--- config.mk ---
export PLATFORM = sky130hd
export DESIGN_NAME = mult_8_seq
export DESIGN_NICKNAME = d
export VERILOG_FILES = /design/src/rtl/mult_8_seq_pkg.sv /design/src/rtl/multi_4.sv /design/src/rtl/mult_8_seq.sv
export SDC_FILE = /design/constraint.sdc
export NUM_CORES = 1
export LEC_CHECK = 0
export CAP_MARGIN = 30
export CELL_PAD_IN_SITES_DETAIL_PLACEMENT = 1
export CELL_PAD_IN_SITES_GLOBAL_PLACEMENT = 1
export CORE_ASPECT_RATIO = 0.7
export CORE_MARGIN = 4
export CORE_UTILIZATION = 47
export CTS_CLUSTER_DIAMETER = 30
export DETAILED_ROUTE_END_ITERATION = 10
export PLACE_DENSITY = 0.82
export RECOVER_POWER = 100
export SETUP_SLACK_MARGIN = 0.05
export SLEW_MARGIN = 20
export SYNTH_ARGS = -nofsm -noshare
export SYNTH_HDL_FRONTEND = slang
export SYNTH_SLANG_ARGS = --single-unit
--- constraint.sdc ---
create_clock -name clk -period 10.8 [get_ports clk]
set_input_delay 1.08 -clock clk [delete_from_list [all_inputs] [get_ports clk]]
set_output_delay 1.08 -clock clk [all_outputs]
set_load 0.01 [all_outputs]
--- src/rtl/mult_8_seq_pkg.sv ---
// Shared types and constants for the sequential 8x8 multiplier built on multi_4.
// The shift table gives each nibble-pair product its weight in the 16-bit result.
package mult_8_seq_pkg;

  typedef enum logic [1:0] {
    ST_IDLE = 2'd0,
    ST_MUL  = 2'd1,
    ST_DONE = 2'd2
  } state_t;

  localparam int         NIB_W     = 4;
  localparam int         OP_W      = 8;
  localparam int         P_W       = 16;
  localparam logic [1:0] LAST_STEP = 2'd3;

  // Step order: lo*lo, hi*lo, lo*hi, hi*hi.
  localparam logic [3:0] SHIFT_TAB [0:3] = '{4'd0, 4'd4, 4'd4, 4'd8};

  function automatic logic [3:0] step_shift(input logic [1:0] step);
    return SHIFT_TAB[step];
  endfunction

endpackage

--- src/rtl/multi_4.sv ---
// Combinational 4x4 unsigned multiplier, shared datapath used by mult_8_seq.
module multi_4
  import mult_8_seq_pkg::*;
(
  input  logic [NIB_W-1:0]   a,
  input  logic [NIB_W-1:0]   b,
  output logic [2*NIB_W-1:0] p
);

  logic [2*NIB_W-1:0] pp_row [NIB_W];

  // One shifted copy of a per set bit of b.
  generate
    for (genvar gi = 0; gi < NIB_W; gi++) begin : g_row
      assign pp_row[gi] = b[gi] ? ({{NIB_W{1'b0}}, a} << gi) : '0;
    end
  endgenerate

  assign p = pp_row[0] + pp_row[1] + pp_row[2] + pp_row[3];

endmodule

--- src/rtl/mult_8_seq.sv ---
// Sequential 8x8 unsigned multiplier: one multi_4 reused over four cycles with
// shift-accumulate, result registered in p with a one-cycle done pulse.
module mult_8_seq
  import mult_8_seq_pkg::*;
(
  input  logic            clk,
  input  logic            rst_n,
  input  logic            start,
  input  logic [OP_W-1:0] a,
  input  logic [OP_W-1:0] b,
  output logic            ready,
  output logic            busy,
  output logic            done,
  output logic [P_W-1:0]  p
);

  state_t                state_reg;
  logic [1:0]            step_reg;
  logic [P_W-1:0]        acc_reg;
  logic [OP_W-1:0]       a_reg;
  logic [OP_W-1:0]       b_reg;
  logic [P_W-1:0]        p_reg;
  logic                  ready_reg;
  logic                  busy_reg;
  logic                  done_reg;

  logic [NIB_W-1:0]      mul_a;
  logic [NIB_W-1:0]      mul_b;
  logic [2*NIB_W-1:0]    pp;
  logic [P_W-1:0]        acc_next;
  logic                  accept;

  multi_4 u_mul (
    .a (mul_a),
    .b (mul_b),
    .p (pp)
  );

  // step[0] picks the high nibble of a, step[1] the high nibble of b.
  always_comb begin
    mul_a = '0;
    mul_b = '0;
    if (state_reg == ST_MUL) begin
      mul_a = step_reg[0] ? a_reg[7:4] : a_reg[3:0];
      mul_b = step_reg[1] ? b_reg[7:4] : b_reg[3:0];
    end
  end

  assign acc_next = acc_reg + ({{(P_W-2*NIB_W){1'b0}}, pp} << step_shift(step_reg));
  assign accept   = start && ready_reg;

  always_ff @(posedge clk or negedge rst_n) begin
    if (!rst_n) begin
      state_reg <= ST_IDLE;
      step_reg  <= '0;
      acc_reg   <= '0;
      a_reg     <= '0;
      b_reg     <= '0;
      p_reg     <= '0;
      ready_reg <= 1'b1;
      busy_reg  <= 1'b0;
      done_reg  <= 1'b0;
    end else begin
      case (state_reg)
        ST_IDLE, ST_DONE: begin
          if (accept) begin
            a_reg     <= a;
            b_reg     <= b;
            acc_reg   <= '0;
            step_reg  <= '0;
            state_reg <= ST_MUL;
            ready_reg <= 1'b0;
            busy_reg  <= 1'b1;
            done_reg  <= 1'b0;
          end else begin
            state_reg <= ST_IDLE;
            ready_reg <= 1'b1;
            busy_reg  <= 1'b0;
            done_reg  <= 1'b0;
          end
        end
        ST_MUL: begin
          acc_reg <= acc_next;
          if (step_reg == LAST_STEP) begin
            p_reg     <= acc_next;
            state_reg <= ST_DONE;
            ready_reg <= 1'b1;
            busy_reg  <= 1'b0;
            done_reg  <= 1'b1;
          end else begin
            step_reg <= step_reg + 2'd1;
          end
        end
        default: begin
          state_reg <= ST_IDLE;
          ready_reg <= 1'b1;
          busy_reg  <= 1'b0;
          done_reg  <= 1'b0;
        end
      endcase
    end
  end

  assign ready = ready_reg;
  assign busy  = busy_reg;
  assign done  = done_reg;
  assign p     = p_reg;

endmodule

==> Word level (Yosys, flattened, before mapping) <==
Cells that the tools add are included.
W data, S select, Z words.
{ "totals": {"reg_bits": 55, "elab_cells": 57, "out_inout_bits": 19, "in_bits": 19} }
{ "classes": {"reduce_logical": 8, "mux": 26, "add_sub_neg": 5, "eq_ne": 6, "magnitude_cmp": 1, "shift": 1, "bitwise": 1} }
{ "ops": {"columns": ["op", "n"], "rows": [
  ["$pmux W16 S2", 1],
  ["$mux W4", 7],
  ["$add A16 B16 Y16", 1],
  ["$mux W16", 1],
  ["$shl A8 B4 Y16", 1],
  ["$add A8 B6 Y8", 1],
  ["$add A8 B7 Y8", 1],
  ["$add A8 B8 Y8", 1],
  ["$bmux W4 S2", 1],
  ["$pmux W2 S2", 2],
  ["$mux W7", 1],
  ["$mux W1", 6],
  ["$mux W2", 3],
  ["$mux W6", 1],
  ["$reduce_and A2 Y1", 3],
  ["$mux W5", 1],
  ["$eq A2 B2 Y1 const B", 2],
  ["$ne A2 B2 Y1 const B", 2],
  ["$pmux W1 S2", 2],
  ["$ge A3 B3 Y1 const B", 1],
  ["$not A2 Y3", 1],
  ["$reduce_and A3 Y1", 1],
  ["$add A2 B1 Y2 const B", 1],
  ["$eq A2 B1 Y1 const B", 1],
  ["5 further kinds", 5]
]} }

==> Depth between registers and ports, before layout <==
{ "depth": {"word_depth": 9, "mapped_depth": 24, "ltp_nobuf": 22} }

==> Hierarchy <==
A second synthesis with hierarchy kept.
{ "hier_totals": {"cells_unflattened": 383, "hier_area_um2": 3714.8} }
{ "modules_own_cells": {"columns": ["mod", "instances", "cells_each", "seq_area_each_um2", "area_per_inst_um2"], "rows": [
  ["mult_8_seq", 1, 341, 1327.5, 3329.4],
  ["multi_4", 1, 42, 0.0, 385.4]
]} }

==> Worst setup path after synthesis <==
Ideal clock, no wire load.
{ "synth_timing": {"path_type": "reg2reg", "from": "reg state_reg[1]", "to": "reg p_reg[15], in the netlist p[15]", "t_arrival_ns": 4.770, "path_slack_ns": 5.948, "n_path_buf": 2, "setup_ns": 0.082, "required_time_ns": 10.718, "synth_period_minus_slack_ns": 4.852, "path_stages_with_launch": 23, "cell_sequence": "dfrtp_1 > nor2b_1 > clkbuf_1 > clkbuf_1 > nand3_1 > fa_1 > fa_1 > inv_1 > ha_1 > fa_1 > a21oi_1 > inv_1 > a21oi_1 > xnor2_1 > a22o_1 > ha_1 > nand2_1 > nor3_1 > a21oi_1 > nand2_1 > o21a_1 > or3_1 > a31oi_1"} }
{ "synth_via": {"elab_chain_cells": 8, "elab_cells_between_ends": 13, "classes_between": "add/sub: 4; eq/ne: 1; shift: 1; mux: 6; reduce/logical: 1"} }
{ "synth_lines": {"columns": ["item", "line", "text"], "rows": [
  ["start, declared", "mult_8_seq.sv:17", "state_t state_reg;"],
  ["start signal, assigned", "mult_8_seq.sv:54", "state_reg <= ST_IDLE;"],
  ["start signal, assigned", "mult_8_seq.sv:71", "state_reg <= ST_MUL;"],
  ["start signal, assigned", "mult_8_seq.sv:76", "state_reg <= ST_IDLE;"],
  ["$eq A2 B1 Y1 (*)", "mult_8_seq.sv:43, mult_8_seq.sv:64", null],
  ["$mux W4", "mult_8_seq.sv:43", "if (state_reg == ST_MUL) begin"],
  ["$mux W4 / $mux W5 (equally long branches)", "multi_4.sv:15", "assign pp_row[gi] = b[gi] ? ({{NIB_W{1'b0}}, a} << gi) : '0;"],
  ["$add A8 B8 Y8", "multi_4.sv:19", "assign p = pp_row[0] + pp_row[1] + pp_row[2] + pp_row[3];"],
  ["$add A8 B6 Y8", "multi_4.sv:19", null],
  ["$add A8 B7 Y8", "multi_4.sv:19", null],
  ["$shl A8 B4 Y16", "mult_8_seq.sv:49", "assign acc_next = acc_reg + ({{(P_W-2*NIB_W){1'b0}}, pp} << step_shift(step_reg));"],
  ["$add A16 B16 Y16", "mult_8_seq.sv:49", null],
  ["end signal, assigned", "mult_8_seq.sv:85", "p_reg <= acc_next;"],
  ["end, declared", "mult_8_seq.sv:22", "logic [P_W-1:0] p_reg;"]
]} }
Every way passes the cells marked *; elsewhere a longest branch is shown, timed or not.
A chain may end at the register's enable or synchronous reset.

==> Worst setup path in the final report <==
{ "layout_timing": {"from": "reg state_reg[1]", "to": "reg p_reg[14], in the netlist p[14]"} }
The elaborated chain is that of the path after synthesis.

==> reports/metrics.yaml <==
synth_xor_area_frac: 0.04236
final_nets: 424
critPathKind: "reg -> reg"
dpl.hpwl_um: 6417
antenna_found_initial: 0
slew_viol_final: 55
clk_pin_slew_ns: 0.11
synth.area.mux_share: 0.1040
route.detailed.drc: 0
synth_compound_area_frac: 0.1445
dr.pass1.iters: 4
outcome: "finished, violations left"
cts_hold_buffers: 0
fmaxAchievable_mhz: 167.7
cts.sink_count: 54
async_flop_share: 1.000
final_cell_mix: "dfrtp_1 (53), nand2_1 (37), o21ai_0 (36)"
viasPerCell: 5.613
worst_slack_ns: 4.835
final_common_cell: "dfrtp_1"
gp_congestion: 0.8695
nFillCells: 797
p_leak_nw: 1.814
core_area_sq_um: 6788
cts_tree: "yes"
cts_buffer_depth: 2
avgSynthCellArea_sq_um: 9.759
grt_max_degree: 55
end_kind: "flip-flop"
post_cts_resized: 0
start_util: 0.4874
hold_viol: 0
die_x_um: 108.3
num_rows: 25
setup_viol: 0
synth_area_leaders: "dfrtp_1 (40%), ha_1 (9.8%), mux2_2 (9.2%)"
fin_util: 0.5705
fin_tns_setup_ns: 0
grt_pass1_wl_um: 14260
finalCritPeriodShare: 0.5523
grt-ovfl-total: 0
wire_per_inst_um: 18.13
syn_area_sq_um: 3308
synth_top_family_by_area: "compound AO/OA/AOI/OAI gates"
die_h_um: 78.20
drive_above_1_share: 0.1043
tightestPinTransition_ns: 2.933
slew_headroom: -0.9551
ant_nets: 0
clock_latency_ns: 0.32
die-area_sq_um: 8467
cp.arrival_ns: 6.13
pre_cts_slack_ns: 5.015
io_buffers: 37
synth-simple-area-share: 0.1369
violations: "capacitance limit, slew limit"
synth_edf_count: 0
finalCriticalPeriod_ns: 5.965
hold_class: "reg -> reg"
cts_htree_levels: 2
synth.top_cell.area_share: 0.4009
critPathLaunchType: "flip-flop"
cap_violations: 1
syn2layout_area_growth_pct: 17.06
ys_seq_elements: 54
synthFlopType: "dfrtp_1"
cts_buffers: 5
irDropWorstVdd_mv: 0.1415
num_antenna_cells: 0
first_iter_violations: 135
yosys_warnings: 0
power_density_nw_per_um2: 300.5
vias: 2627
finalClockSkew_ns: 0.006568
cp.required_ns: 10.97
grt_pass1_vias: 2799
synthAdderAreaFrac: 0.1346
yosysSeqAreaShare: 0.4089
p_total_mw: 1.164
post-cts-setup-buffers: 0
rsz0062_at_grt: "no"
path_max_fanout: 16
drt_wl_total_um: 8484
ys_types: 38
grt.total_usage: 0.2110
hold-worst-slack_ns: 0.4868
synth_fp_nets: 390
netlist_instances: 339
io_pins: 38
root_buffer: "clkbuf_8"
yosys.area.top_type: "dfrtp_1"
-- routing by layer --
| layer | GRT usage | vias up | wire (um) |
|---|---|---|---|
| met5 | 0 | - | 0 |
| met4 | 0.03783 | 0 | 59 |
| met3 | 0.03287 | 8 | 245 |
| met2 | 0.3207 | 36 | 3811 |
| met1 | 0.3216 | 1314 | 4366 |
| li1 | - | 1269 | - |
-- worst paths after layout --
check,to,cells after the start,slack [ns],start
max,p[14]$_DFFE_PN0P_,21,4.84,state_reg[1]$_DFFE_PN0P_
min,p[9]$_DFFE_PN0P_,2,0.49,p[9]$_DFFE_PN0P_
max reg2reg,p[14]$_DFFE_PN0P_,21,4.84,state_reg[1]$_DFFE_PN0P_
min reg2reg,p[9]$_DFFE_PN0P_,2,0.49,p[9]$_DFFE_PN0P_
max in group asynchronous,acc_reg[9]$_DFFE_PN0P_,2,7.34,rst_n
min in group asynchronous,p[5]$_DFFE_PN0P_,2,1.80,rst_n
-- critical path, stage by stage (launching register included) --
cell	delay, ns
dfrtp_1	0.41
nor2b_1	0.83
nand2_1	0.29
nor2_1	0.26
fa_1	0.20
inv_1	0.06
fa_1	0.52
inv_1	0.05
ha_1	0.21
fa_1	0.40
a21oi_1	0.26
inv_1	0.10
nor4b_1	0.43
o31a_2	0.22
ha_1	0.30
a21oi_1	0.25
o21ai_0	0.16
a41oi_1	0.24
o31ai_1	0.11
a21oi_1	0.20
xor2_1	0.21
o21ai_0	0.10
-- Yosys cell counts (2+ instances only) --
| cell | instances |
|---|---|
| dfrtp_1 | 53 |
| nand2_1 | 37 |
| o21ai_0 | 36 |
| mux2_2 | 27 |
| ha_1 | 26 |
| nor2_1 | 25 |
| nand3_1 | 22 |
| a21oi_1 | 19 |
| clkbuf_1 | 12 |
| inv_1 | 12 |
| xnor2_1 | 9 |
| xor2_1 | 7 |
| fa_1 | 6 |
| a22o_1 | 5 |
| a21o_1 | 4 |
| mux2i_1 | 4 |
| nor3_1 | 4 |
| and2_1 | 3 |
| nor4b_1 | 3 |
| o21a_1 | 3 |
| o21bai_1 | 3 |
| nor2b_1 | 2 |
| o31a_1 | 2 |
-- power by group --
part / switching [mW] / total [mW] / internal, mW
clock network: 0.0724 / 0.142 / 0.0697
registers: 0.0529 / 0.340 / 0.287
logic: 0.403 / 0.682 / 0.279
-- cell families (layout without fill, tap and decap cells) --
logic type	count (synthesis)	count (layout)
AOI/OAI and AO/OA	80	80
DFF	54	54
muxes	31	31
and+or+nand+nor	101	101
adders and majority gates	32	32
xor gates and xnor gates	16	16
buffers and inverters	25	60
-- through the flow --
step / cells / area [sq um]
finish: 468 / 3872
global route: 468 / 3872
CTS: 468 / 3880
detailed placement: 460 / 3767
global placement: 459 / 3756
floorplan: 339 / 3308
-- cell type report --
type / instances / area, sq um / share of cell area
Multi-Input combinational cell: 260 / 1861 / 0.4805
Timing Repair Buffer: 40 / 384.1 / 0.09919
Sequential cell: 54 / 1353 / 0.3493
Clock buffer: 5 / 68.82 / 0.01777
Inverter: 12 / 45.04 / 0.01163
Clock inverter: 3 / 43.79 / 0.01131
Tap cell: 94 / 117.6 / 0.03037
Note: power is estimated with default switching activity, not from simulation.
